[src/rtl/mil_pkg.sv]
// mil_pkg: shared MIL-STD-1553 widths, limits and transmit sequencer state encoding
package mil_pkg;
  localparam int MIL_WORD_W  = 16;
  localparam int MIL_MAX_WC  = 32;
  localparam int MIL_WORD_TO = 1200;
  typedef enum logic [1:0] {IDLE, SEND, LAST, WAIT_END} mil_tx_state_e;
endpackage

[src/rtl/mil_tx_buf.sv]
// mil_tx_buf: simple dual-port word buffer, one write port and one synchronous read port
//   clk  clock
//   we   write strobe; wa/wd write address/data
//   ra   read address; rd read data, valid the cycle after ra
module mil_tx_buf #(
  parameter int AW = 5,
  parameter int DW = 16
) (
  input  logic          clk,
  input  logic          we,
  input  logic [AW-1:0] wa,
  input  logic [DW-1:0] wd,
  input  logic [AW-1:0] ra,
  output logic [DW-1:0] rd
);
  logic [DW-1:0] mem [2**AW];
  always_ff @(posedge clk) begin
    if (we) mem[wa] <= wd;
    rd <= mem[ra];
  end
endmodule

[src/rtl/mil_tx_sequencer.sv]
// mil_tx_sequencer: sends a 1553 command word plus buffered data words to the MIL_TXD encoder
//   Host side : start, cw, wc (0 = 32), no_data, wr_en/wr_addr/wr_data -> busy, done, err
//   Encoder   : tx_dat, tx_en -> MIL_TXD ; tx_T_dat, tx_T_end <- MIL_TXD
//   Optional  : MIL_TXS_WATCHDOG_EN adds a WORD_TO-cycle strobe watchdog driving err
module mil_tx_sequencer
  import mil_pkg::*;
#(
  parameter int BUF_AW  = 5,
  parameter int WORD_TO = MIL_WORD_TO
) (
  input  logic                  clk,
  input  logic                  rst_n,
  input  logic                  start,
  input  logic [MIL_WORD_W-1:0] cw,
  input  logic [4:0]            wc,
  input  logic                  no_data,
  input  logic                  wr_en,
  input  logic [BUF_AW-1:0]     wr_addr,
  input  logic [MIL_WORD_W-1:0] wr_data,
  output logic                  busy,
  output logic                  done,
  output logic                  err,
  output logic [MIL_WORD_W-1:0] tx_dat,
  output logic                  tx_en,
  input  logic                  tx_T_dat,
  input  logic                  tx_T_end
);
  if (WORD_TO < 2) begin : g_bad_to
    $error("WORD_TO must be at least 2");
  end
  mil_tx_state_e         state, state_nxt;
  logic [BUF_AW:0]       idx, idx_nxt, n, n_nxt;
  logic [MIL_WORD_W-1:0] tx_dat_nxt, rd_data;
  logic                  tx_en_nxt, done_nxt, wd_exp;
  assign busy = state != IDLE;
  // Address follows the next idx so the word to present is already read out when tx_T_dat arrives.
  mil_tx_buf #(.AW(BUF_AW), .DW(MIL_WORD_W)) u_buf (
    .clk (clk),
    .we  (wr_en && !busy),
    .wa  (wr_addr),
    .wd  (wr_data),
    .ra  (idx_nxt[BUF_AW-1:0]),
    .rd  (rd_data)
  );
`ifdef MIL_TXS_WATCHDOG_EN
  localparam int WDW = $clog2(WORD_TO + 1);
  logic [WDW-1:0] wd;
  logic           strobe;
  assign strobe = tx_T_dat || tx_T_end;
  assign wd_exp = busy && !strobe && wd == WDW'(WORD_TO - 1);
  always_ff @(posedge clk or negedge rst_n)
    if (!rst_n) wd <= '0;
    else wd <= (!busy || strobe) ? '0 : wd + 1'b1;
`else
  assign wd_exp = 1'b0;
`endif
  always_ff @(posedge clk or negedge rst_n)
    if (!rst_n) begin
      state  <= IDLE;
      idx    <= '0;
      n      <= '0;
      tx_en  <= 1'b0;
      tx_dat <= '0;
      done   <= 1'b0;
      err    <= 1'b0;
    end else begin
      state  <= state_nxt;
      idx    <= idx_nxt;
      n      <= n_nxt;
      tx_en  <= tx_en_nxt;
      tx_dat <= tx_dat_nxt;
      done   <= done_nxt;
      err    <= wd_exp;
    end
  // idx counts data words already presented; it is one bit wider so n = 32 is representable.
  always_comb begin
    state_nxt  = state;
    idx_nxt    = idx;
    n_nxt      = n;
    tx_en_nxt  = tx_en;
    tx_dat_nxt = tx_dat;
    done_nxt   = 1'b0;
    case (state)
      IDLE: if (start) begin
        n_nxt      = no_data ? '0 : (wc == 5'd0 ? (BUF_AW+1)'(MIL_MAX_WC) : (BUF_AW+1)'(wc));
        idx_nxt    = '0;
        tx_en_nxt  = 1'b1;
        tx_dat_nxt = cw;
        state_nxt  = n_nxt == '0 ? LAST : SEND;
      end
      SEND: if (tx_T_dat) begin
        tx_dat_nxt = rd_data;
        idx_nxt    = idx + 1'b1;
        state_nxt  = idx_nxt == n ? LAST : SEND;
      end
      LAST: if (tx_T_dat) begin
        tx_en_nxt = 1'b0;
        state_nxt = WAIT_END;
      end
      WAIT_END: if (tx_T_end) begin
        done_nxt  = 1'b1;
        state_nxt = IDLE;
      end
      default: state_nxt = IDLE;
    endcase
    if (wd_exp) begin
      state_nxt = IDLE;
      tx_en_nxt = 1'b0;
      done_nxt  = 1'b0;
    end
  end
endmodule

[config.mk]
export PLATFORM = sky130hd
export DESIGN_NAME = mil_tx_sequencer
export DESIGN_NICKNAME = d
export VERILOG_FILES = /design/src/rtl/mil_pkg.sv /design/src/rtl/mil_tx_buf.sv /design/src/rtl/mil_tx_sequencer.sv
export SDC_FILE = /design/constraint.sdc
export NUM_CORES = 1
export LEC_CHECK = 0
export ABC_AREA = 0
export BUFFER_PORTS_ARGS = -buffer_cell sky130_fd_sc_hd__buf_2
export CORE_ASPECT_RATIO = 0.75
export CORE_UTILIZATION = 35
export CTS_BUF_LIST = sky130_fd_sc_hd__clkbuf_16
export DETAILED_ROUTE_END_ITERATION = 16
export SKIP_CTS_REPAIR_TIMING = 1
export SYNTH_ARGS = -nofsm -noshare
export SYNTH_HDL_FRONTEND = slang
export SYNTH_SLANG_ARGS = --single-unit
[constraint.sdc]
create_clock -name clk -period 6.3 [get_ports clk]
set_input_delay 1.575 -clock clk [delete_from_list [all_inputs] [get_ports clk]]
set_output_delay 1.575 -clock clk [all_outputs]
set_load 0.005 [all_outputs]
==> results_dict.tcl <==
set metrics [dict create \
    synth_cell_types 53 \
    ioPinCount 69 \
    clock_latency_ns 0.59 \
    crit_type "in2reg" \
    crit_fanout 130 \
    period_minus_slack_ns 3.99 \
    grt_max_degree 131 \
    grt_pass1_wl_um 76700 \
    final_hold_viol_count 0 \
    p_sw_frac 0.339 \
    synth_mux_area_frac 0.0804 \
    cts_buffer_depth 3 \
    die_h_um 219 \
    regArea_um2 16500 \
    multi_input_area_um2 5050 \
    synth_area_leaders "edfxtp_1, mux2i_1, nand2_1" \
    synthXorXnorAreaFrac 0.00440 \
    vdd_drop_max_mv 0.512 \
    numClockSinks 560 \
    yosysSeqAreaShare 0.753 \
    finalSetupTns_ns 0 \
    row_count 79 \
    synth_top_area_share 0.702 \
    syn-cell-area_um2 21900 \
    fin_area_um2 24900 \
    placed_area_um2 23300 \
    clk_pin_slew_ns 0.06 \
    powerDensity_nw_per_um2 424 \
    fmax_mhz 251 \
    initial_core_util 0.354 \
    drive_above_1_share 0.131 \
    end_kind "register" \
    n_antenna_cell 0 \
    rsz0062_at_grt "false" \
    synth_nets 1481 \
    synthSimpleGateAreaFrac 0.0770 \
    drc 0 \
    setup_viol 0 \
    drt_iter0_drc 1177 \
    power_frac_clock 0.279 \
    pwr-share-seq 0.420 \
    async_flop_share 0.0571 \
    syn2layout_area_growth_pct 13.6 \
    outcome "complete, no violations" \
    slew_viol_final 0 \
    portBuffers 67 \
    hp-class "reg2reg" \
    hpwl_um 30600 \
    gp_congestion 0.802 \
    worst_pin_slew_ns 1.29 \
    design.core.area_um2 62000 \
    intPower_mw 6.98 \
    wl_per_cell_um 21.7 \
    grt_pass1_vias 12083 \
    power.switching_mw 3.58 \
    overflow 0 \
    fin_crit_sh 0.633 \
    track_usage 0.160 \
    cts_tree "built" \
    synth-edff-count 512 \
    h-tree-depth 2 \
    leakage_nw 8.74 \
    slew_headroom 0.138 \
    yosysWarnings 0 \
    vias 12276 \
    die_x_um 291 \
    yosysTopAreaCell "edfxtp_1" \
    antenna_found_initial 1 \
    drt.antenna.violating_nets 0 \
    die_area_um2 63600 \
    ys.flop_type "edfxtp_1" \
    cts_root_buffer "clkbuf_16" \
    fin_nets 1570 \
    synth_seq_cells 560 \
    cp-start-kind "primary input" \
    synth.avg_cell_area_um2 15.3 \
    synthAdderAreaFrac 0.000571 \
    syn_inst 1431 \
    crit_arrival_ns 4.40 \
    cap_viol_max_count 0 \
    fillers 5599 \
    finalWirelength_um 51400 \
    synth_compound_area_frac 0.0657 \
    synth_top_family_by_area "multiplexers" \
    numCtsBuffers 51 \
    pwr-share-comb 0.301 \
    viasPerCell 5.17 \
    drt_pass1_iterations 5 \
    required_ns 6.71 \
    final.setup_skew_ns 0.0238 \
]
worst max-delay path: stages:
cell,delay (ns)
buf_2,0.13
o21bai_2,0.15
a221oi_4,0.38
buf_12,0.49
a21oi_2,0.03
buf_4,0.33
a32oi_1,0.29
a31oi_1,0.15
nor4_1,0.62
synth_stat cells, drive strengths merged, types with 3 or more instances:
master and n:
edfxtp 512, nand2 228, mux2i 176, nand3 68, a22oi 64, nor2 45
clkbuf 42, a21oi 38, buf 37, a31oi 33, a32oi 32, dfrtp 32
o21ai 29, nor4 17, dfxtp 16, nand2b 6, xor2 6, inv 5
nor3 5, xnor2 5, a21o 3, nand3b 3
layer usage:
layer	vias to the layer above	routed length, um	GRT usage
met5	-	0	0
met1	6158	24200	0.235
met3	56	4520	0.0442
li1	5659	-	-
met2	403	21900	0.234
met4	0	766	0.0349
final cells by class:
| type | instances | area share |
|---|---|---|
| clock buffers | 52 | 0.0523 |
| clock inverters | 44 | 0.0118 |
| inverters | 5 | 0.000854 |
| multi-input cells | 787 | 0.203 |
| flip-flops and latches | 560 | 0.663 |
| well taps | 810 | 0.0407 |
| repair buffers | 115 | 0.0289 |
placed cells by master (no fill, tap or decap), types with 8 or more instances in the layout:
cell       netlist  final
nor4_1          17     17
clkbuf_16        0     52
o21ai_0         28     28
dfrtp_1         32     32
dfxtp_1         16     16
a31oi_1         33     32
edfxtp_1       512    512
nand3_1         68     68
buf_4           14     46
buf_2           18     67
a21oi_1         37     34
a22oi_1         64     64
mux2i_1        176    176
inv_1            4     20
clkinv_1         0      8
clkinv_2         0     11
a32oi_1         32     32
nor2_1          45     44
nand2_1        228    228
power by group through the flow:
stage / Sequential, mW / Clock (mW) / Combinational, mW
floorplan: 4.37 / 0 / 2.30
detailed placement: 4.50 / 0 / 3.16
global placement: 4.50 / 0 / 3.12
global route: 4.45 / 3.15 / 3.43
finish: 4.44 / 2.94 / 3.18
CTS: 4.42 / 3.01 / 3.18
flip-flops by register name, indices dropped and copies added, names as in the netlist:
| name | count |
|---|---|
| n | 6 |
| tx_dat | 16 |
| done | 1 |
| tx_en | 1 |
| idx | 6 |
| u_buf.rd | 16 |
| u_buf.mem | 512 |
| state | 2 |
final timing paths:
kind | start | endpoint | slack, ns | cells after the start
setup / recovery | start | u_buf.rd[0] | 2.31 | 9
hold / removal | tx_dat[7] | tx_dat[7] | 0.47 | 2
setup reg to reg | state[0] | u_buf.rd[0] | 2.65 | 8
hold reg to reg | tx_dat[7] | tx_dat[7] | 0.47 | 2
max in group asynchronous | rst_n | tx_dat[14] | 4.75 | 1
min in group asynchronous | rst_n | idx[4] | 1.07 | 1
through the flow:
step | worst slack [ns] | cells | util | hold WS, ns | power [mW]
final | 2.31 | 2373 | 0.402 | 0.472 | 10.6
after global routing | 2.23 | 2373 | 0.402 | 0.506 | 11.0
after CTS | 2.38 | 2373 | 0.402 | 0.481 | 10.6
after detailed placement | 1.77 | 2277 | 0.376 | 0.467 | 7.67
after global placement | 1.78 | 2277 | 0.376 | 0.456 | 7.62
after floorplan | 2.90 | 1431 | - | 0.463 | 6.67
kinds of logic (layout without fill, tap and decap cells):
| group | count (synthesis) | count (layout) |
|---|---|---|
| mux | 176 | 176 |
| xor+xnor | 11 | 11 |
| simple gates | 388 | 388 |
| other cells | 1 | 1 |
| flops | 560 | 560 |
| fa+ha+maj | 1 | 1 |
| compound gates | 210 | 210 |
| buf+inv | 84 | 216 |
Power figures use the tool's default switching activity.
